===== config.mk =====
export PLATFORM = sky130hd
export DESIGN_NAME = tsu_queue_arb
export DESIGN_NICKNAME = d
export VERILOG_FILES = /design/src/rtl/tsu_queue_arb.sv
export SDC_FILE = /design/constraint.sdc
export NUM_CORES = 1
export LEC_CHECK = 0
export CAP_MARGIN = 20
export CORE_AREA = 5 5 166 168
export CTS_CLUSTER_DIAMETER = 150
export DETAILED_ROUTE_END_ITERATION = 6
export DIE_AREA = 0 0 171 173
export PLACE_DENSITY = 0.75
export SETUP_SLACK_MARGIN = 0.5
export SLEW_MARGIN = 20
export SYNTH_ARGS = -nofsm -noshare
export SYNTH_HDL_FRONTEND = slang
export SYNTH_SLANG_ARGS = --single-unit

===== constraint.sdc =====
create_clock -name q_rd_clk -period 2.03 [get_ports q_rd_clk]
set_input_delay 0.3045 -clock q_rd_clk [delete_from_list [all_inputs] [get_ports q_rd_clk]]
set_output_delay 0.3045 -clock q_rd_clk [all_outputs]
set_load 0.01 [all_outputs]

===== src/rtl/tsu_queue_arb.sv =====
// Drains the RX and TX TSU timestamp queues into one registered valid/ready stream.
// Grants are round-robin, a queue at or above the watermark goes first, and each direction has a drain counter.
module tsu_queue_arb #(
   parameter logic [7:0] HIWAT = 8'd12,
   parameter int         CNT_W = 16
) (
   input  logic             q_rd_clk,
   input  logic             rst_n,
   input  logic             arb_en,
   output logic             rx_q_rd_en,
   input  logic [7:0]       rx_q_rd_stat,
   input  logic [127:0]     rx_q_rd_data,
   output logic             tx_q_rd_en,
   input  logic [7:0]       tx_q_rd_stat,
   input  logic [127:0]     tx_q_rd_data,
   output logic             ts_valid,
   input  logic             ts_ready,
   output logic [127:0]     ts_data,
   output logic             ts_src,
   output logic [CNT_W-1:0] cnt_rx,
   output logic [CNT_W-1:0] cnt_tx
);

   typedef enum logic [1:0] {S_IDLE, S_ISSUE, S_CAPT, S_HOLD} state_t;

   state_t state, state_nxt;
   logic   grant, grant_nxt;
   logic   lsp;
   logic   rx_hi, tx_hi, rx_any, tx_any;
   logic   pick;
   logic   handshake;

   // Watermark beats occupancy, and occupancy beats the round-robin pointer.
   // If both queues are above the watermark, the round-robin pointer decides.
   always_comb begin
      rx_hi  = (rx_q_rd_stat >= HIWAT);
      tx_hi  = (tx_q_rd_stat >= HIWAT);
      rx_any = (rx_q_rd_stat != 8'd0);
      tx_any = (tx_q_rd_stat != 8'd0);
      pick   = ~lsp;
      if (rx_hi != tx_hi) begin
         pick = tx_hi;
      end else if (rx_any != tx_any) begin
         pick = tx_any;
      end
   end

   assign handshake = (state == S_HOLD) && ts_ready;

   always_comb begin
      state_nxt = state;
      grant_nxt = grant;
      case (state)
         S_IDLE: begin
            if (arb_en && (rx_any || tx_any)) begin
               state_nxt = S_ISSUE;
               grant_nxt = pick;
            end
         end
         S_ISSUE: state_nxt = S_CAPT;
         S_CAPT:  state_nxt = S_HOLD;
         S_HOLD: begin
            if (ts_ready) begin
               state_nxt = S_IDLE;
            end
         end
         default: state_nxt = S_IDLE;
      endcase
   end

   always_ff @(posedge q_rd_clk or negedge rst_n) begin
      if (!rst_n) begin
         state <= S_IDLE;
         grant <= 1'b0;
      end else begin
         state <= state_nxt;
         grant <= grant_nxt;
      end
   end

   // Outputs are registered from the next state, so each strobe lines up with its state.
   // The read strobe is high for exactly the ISSUE cycle.
   always_ff @(posedge q_rd_clk or negedge rst_n) begin
      if (!rst_n) begin
         rx_q_rd_en <= 1'b0;
         tx_q_rd_en <= 1'b0;
         ts_valid   <= 1'b0;
         ts_data    <= '0;
         ts_src     <= 1'b0;
         cnt_rx     <= '0;
         cnt_tx     <= '0;
         lsp        <= 1'b1;
      end else begin
         rx_q_rd_en <= (state_nxt == S_ISSUE) && !grant_nxt;
         tx_q_rd_en <= (state_nxt == S_ISSUE) && grant_nxt;
         ts_valid   <= (state_nxt == S_HOLD);
         if (state == S_CAPT) begin
            ts_data <= grant ? tx_q_rd_data : rx_q_rd_data;
            ts_src  <= grant;
         end
         if (handshake) begin
            lsp <= grant;
            if (ts_src) begin
               cnt_tx <= cnt_tx + CNT_W'(1);
            end else begin
               cnt_rx <= cnt_rx + CNT_W'(1);
            end
         end
      end
   end

endmodule


# Word-level counts from Yosys, hierarchy flattened
# Index checks and enable logic that the tools add are counted.
# word_totals
input_bits	276
out_inout_bits	164
wordCells	42
ff_bits	168
# op_classes
n_addsub	2
n_lt_le_gt_ge	2
reduce_logical	11
bitwise	2
mux	8
n_eq_ne	7
# ops
cell	n
128-bit 2-to-1 mux	1
16-bit by 1-bit adder with 16-bit output, second input constant	2
8-bit by 4-bit >= comparator with 1-bit output, second input constant	2
8-bit nonzero test	2
2-bit case mux with 4 select lines	1
2-bit equality test, second input constant	3
2-bit by 1-bit equality test with 1-bit output, second input constant	2
1-bit logical AND	4
1-bit 2-to-1 mux	4
2-bit 2-to-1 mux	2
2-bit AND reduction	2
2-bit zero test	1
1-bit inequality test	2
1-bit NOT	2
1-bit zero test	1
1-bit logical OR	1

# Logic depth before layout (Yosys ltp)
# depth
ltp_word	8
ltp_mapped	7
mapped_depth_nobuf	7

# Worst setup path before layout
# No wires, ideal clock.
# synth_timing
path_kind	input to register
from	input port tx_q_rd_stat[4]
to	register grant
cell_stages	7
arrival_time_ns	1.653
setup_ns	0.118
path_buffers	0
setup_slack_ns	0.258
required_ns	1.912
cell_sequence	or4_4 > nor2_1 > ha_1 > nand2b_1 > o31ai_1 > a211oi_1 > a21o_1
# synth_between
elab_chain_cells	6
word_cells_on_any_way	10
classes_between	1 x order compare; 2 x eq/ne; 4 x mux; 3 x reduce/logical
# synth_rtl
item	line_no	rtl
start: declaration	14	input logic [7:0] tx_q_rd_stat,
parallel branches: the longest is 4 deep, another holds 8-bit by 4-bit >= comparator with 1-bit output	n/a	
1-bit 2-to-1 mux *	55	if (arb_en && (rx_any || tx_any)) begin
1-bit 2-to-1 mux *	53	case (state)
named net grant_nxt	27	logic grant, grant_nxt;
end signal: assignment	77	grant <= grant_nxt;
end: declaration	27	
# Mark *: on every way through the listed nets, which the timed path passes.
# A chain may end at the register's enable or synchronous reset.

# Final worst setup path
# layout_timing
from	input port tx_q_rd_stat[6]
to	register rx_q_rd_en
# layout_between
elab_chain_cells	8
word_cells_on_any_way	15
classes_between	1 x order compare; 3 x eq/ne; 6 x mux; 5 x reduce/logical
# layout_rtl
item	line_no	rtl
parallel branches: the longest is 7 deep, another holds 8-bit by 4-bit >= comparator with 1-bit output	n/a	
1-bit logical AND *	94	rx_q_rd_en <= (state_nxt == S_ISSUE) && !grant_nxt;
end signal: assignment	94	
end: declaration	10	output logic rx_q_rd_en,
# Every way passes the cells marked *.

==> impl_metrics.py <==
metrics = {
    "worst_setup_path": {
        "r2r-start": "cnt_rx[4]",
        "rr_worst_depth": 5,
        "worstSetupStartpointType": "primary input",
        "cp-end-kind": "flop",
        "cp.required_ps": 2330,
        "path_max_fanout": 3,
        "worstPathArrival_ps": 1790,
        "reg2reg_slack_ps": 570,
        "crit_type": "in2reg",
        "r2r_end": "cnt_rx[15]",
    },
    "route": {
        "dr.pass1.iters": 4,
        "routed_wl_um": 26400,
        "wl_per_cell_um": 17.3,
        "via_per_inst": 4.52,
        "drc_errors": 0,
        "drt_iter0_markers": 243,
        "num_vias": 6918,
        "final_antenna_net_count": 0,
    },
    "global_routing": {
        "first_global_vias": 7167,
        "track_usage_pct": 16.9,
        "grt_most_used_layer": "met2",
        "grt_pass1_wl_um": 39400,
        "antenna_found_initial": 1,
        "grtUsageMet3_pct": 4.98,
        "globalRouteOverflowTotal": 0,
        "gr-usage-met1_pct": 18.8,
        "grt_max_degree": 75,
        "grt_util_met2_pct": 30.5,
    },
    "timing": {
        "final.period_utilization_pct": 73.7,
        "max_freq_ghz": 0.668,
        "worst_slack_ps": 533,
        "rsz0062_at_grt": "yes",
        "setup_viol": 0,
        "relSlewSlack_pct": 70.4,
        "hold_violations": 0,
        "min_period_ps": 1500,
        "slew_violations": 0,
        "setup_tns_ps": 0,
        "skew_ps": 16.3,
        "holdWs_ps": 341,
        "worst_pin_slew_ps": 445,
    },
    "synth": {
        "synth_cells": 713,
        "yosysSeqAreaShare_pct": 55.3,
        "synth-seq-cells": 168,
        "synth_ff_type": "dfrtp_1",
        "yosysUniqueCellTypes": 34,
        "synth.top_cell.area_share_pct": 54.9,
        "synthArstFlopShare_pct": 100,
        "synth_nets": 992,
        "synth_top_area_cell": "dfrtp_1",
        "synth-edff-count": 0,
        "yosys_warnings": 0,
        "syn_area_um2": 7610,
        "synthTopCellsByArea": "dfrtp_1 55%, mux2i_1 17%, o21ai_1 8.4%",
        "avgSynthCellArea_um2": 10.7,
    },
    "power_and_ir_drop": {
        "p_leak_nw": 6.31,
        "p_total_mw": 17.0,
        "ir_drop_v": 0.000590,
        "powerDensity_nw_per_um2": 1290,
    },
    "clocking": {
        "htree_levels": 4,
        "clk_pin_slew_ps": 60,
        "cts_sinks": 168,
        "cts_tree": "built",
        "cts_root_buf": "clkbuf_16",
        "clk_latency_ps": 420,
        "ctsLongestPathBuffers": 2,
        "numCtsBuffers": 17,
    },
    "die": {
        "die-area_um2": 29600,
        "die_h_um": 173,
        "core_um2": 25800,
        "top_level_ports": 440,
        "num_rows": 59,
        "start_util_pct": 29.5,
        "die_w_um": 171,
    },
    "final_layout": {
        "syn_to_final_growth_pct": 74.2,
        "fin_cells": 1532,
        "nNetsFinal": 1463,
        "final_common_cell": "clkdlybuf4s50_1",
        "antenna_cells": 0,
        "final_layout_size_suffix_gt1_share_pct": 10.4,
        "n_fill_cell": 2466,
        "layout_common_cells": "258 x clkdlybuf4s50_1, 169 x dlygate4sd2_1, 156 x dfrtp_1",
    },
    "run": {
        "drv_cap": 0,
    },
    "min_path": {
        "hold_path.class": "in2reg",
        "min_from": "rx_q_rd_stat[3]",
        "hold_end": "tx_q_rd_en",
        "holdPathStages": 4,
    },
    "place": {
        "gp_congestion": 0.789,
        "hpwl_um": 20700,
        "port_buffers": 439,
        "place_ws_ps": -265,
        "dp.cells": 1468,
    },
    "status": {
        "outcome": "finished, final reports clean",
    },
}
how the worst max path moves through the flow:
stage,startpoint,endpoint,slack (ps),cells after the start
finish,tx_q_rd_stat[6],rx_q_rd_en,530,8
floorplan,tx_q_rd_stat[4],grant,270,7
global route,state[1],rx_q_rd_en,430,5
global placement,tx_q_rd_stat[1],rx_q_rd_en,-190,8
CTS,state[0],ts_data[5],410,4
detailed placement,tx_q_rd_stat[1],grant,-270,8
metal layers:
| layer | wire (µm) | vias to the layer above |
|---|---|---|
| met2 | 13900 | 270 |
| met3 | 2150 | 42 |
| met4 | 670 | 2 |
| met1 | 9700 | 3207 |
| li1 | - | 3397 |
| met5 | 13 | - |
synth_stat cells (2+ instances only):
master	count
or2_1	2
buf_2	26
xnor2_1	20
nand3_1	17
nand2b_1	2
mux2_2	3
mux2i_1	128
inv_1	4
nor2_1	13
nand4_1	5
and2_1	2
ha_1	3
a211oi_1	2
xor2_1	10
nor4_1	2
dfrtp_1	167
and3_1	3
o21ai_1	128
nor3_1	2
clkbuf_1	17
nor4_2	3
nand2_1	142
critical path, stage by stage:
cell,delay (ps)
clkdlybuf4s15_1,160
or4_4,510
nor2_4,120
ha_4,150
nand2b_4,120
o31ai_4,60
a211oi_2,290
nor2_1,70
power by group:
| part | switching [mW] | internal, mW | total [mW] |
|---|---|---|---|
| Clock | 1.44 | 1.65 | 3.09 |
| Combinational | 4.32 | 3.98 | 8.30 |
| Sequential | 0.825 | 4.82 | 5.64 |
flip-flops by register name, summed over array words and instances (netlist names):
| register | cells |
|---|---|
| ts_data | 128 |
| cnt_rx | 16 |
| cnt_tx | 16 |
| state | 2 |
| grant | 1 |
| lsp | 1 |
| rx_q_rd_en | 1 |
| ts_src | 1 |
| ts_valid | 1 |
| tx_q_rd_en | 1 |
stage by stage:
| step | util (%) | area, µm² |
|---|---|---|
| 2_1_floorplan | - | 7630 |
| 3_3_place_gp | 48.7 | 12500 |
| 3_5_place_dp | 48.7 | 12500 |
| 4_1_cts | 50.5 | 13000 |
| 5_1_grt | 51.4 | 13300 |
| 6_report | 51.4 | 13300 |
layout make-up:
type | count | area [µm²] | area share [%]
Multi-Input combinational cell | 499 | 3320 | 25.1
Clock inverter | 12 | 109 | 0.821
Timing Repair Buffer | 494 | 4720 | 35.6
Inverter | 4 | 15.0 | 0.113
Sequential cell | 168 | 4220 | 31.9
Tap cell | 335 | 419 | 3.16
Clock buffer | 20 | 447 | 3.37
timing repair:
item	CTS	global route
cloned	0	1
hold buffers	1	0
setup endpoints to repair	211	137
buffers inserted	9	21
resized for setup	196	26
hold endpoints to repair	41	0
pin swaps	13	12
logic make-up (layout without fill, tap and decap cells):
logic type               Yosys count  count (layout)  synth area share, %
buffers and inverters             47             530                 2.75
adder cells (fa/ha/maj)            3               3                0.493
AO/OA/AOI/OAI                    133             133                 8.91
flip-flops                       168             168                 55.3
XOR/XNOR                          30              30                 3.45
AND/OR/NAND/NOR                  200             201                 11.7
multiplexers                     132             132                 17.4
(Power assumes the default switching activity.)
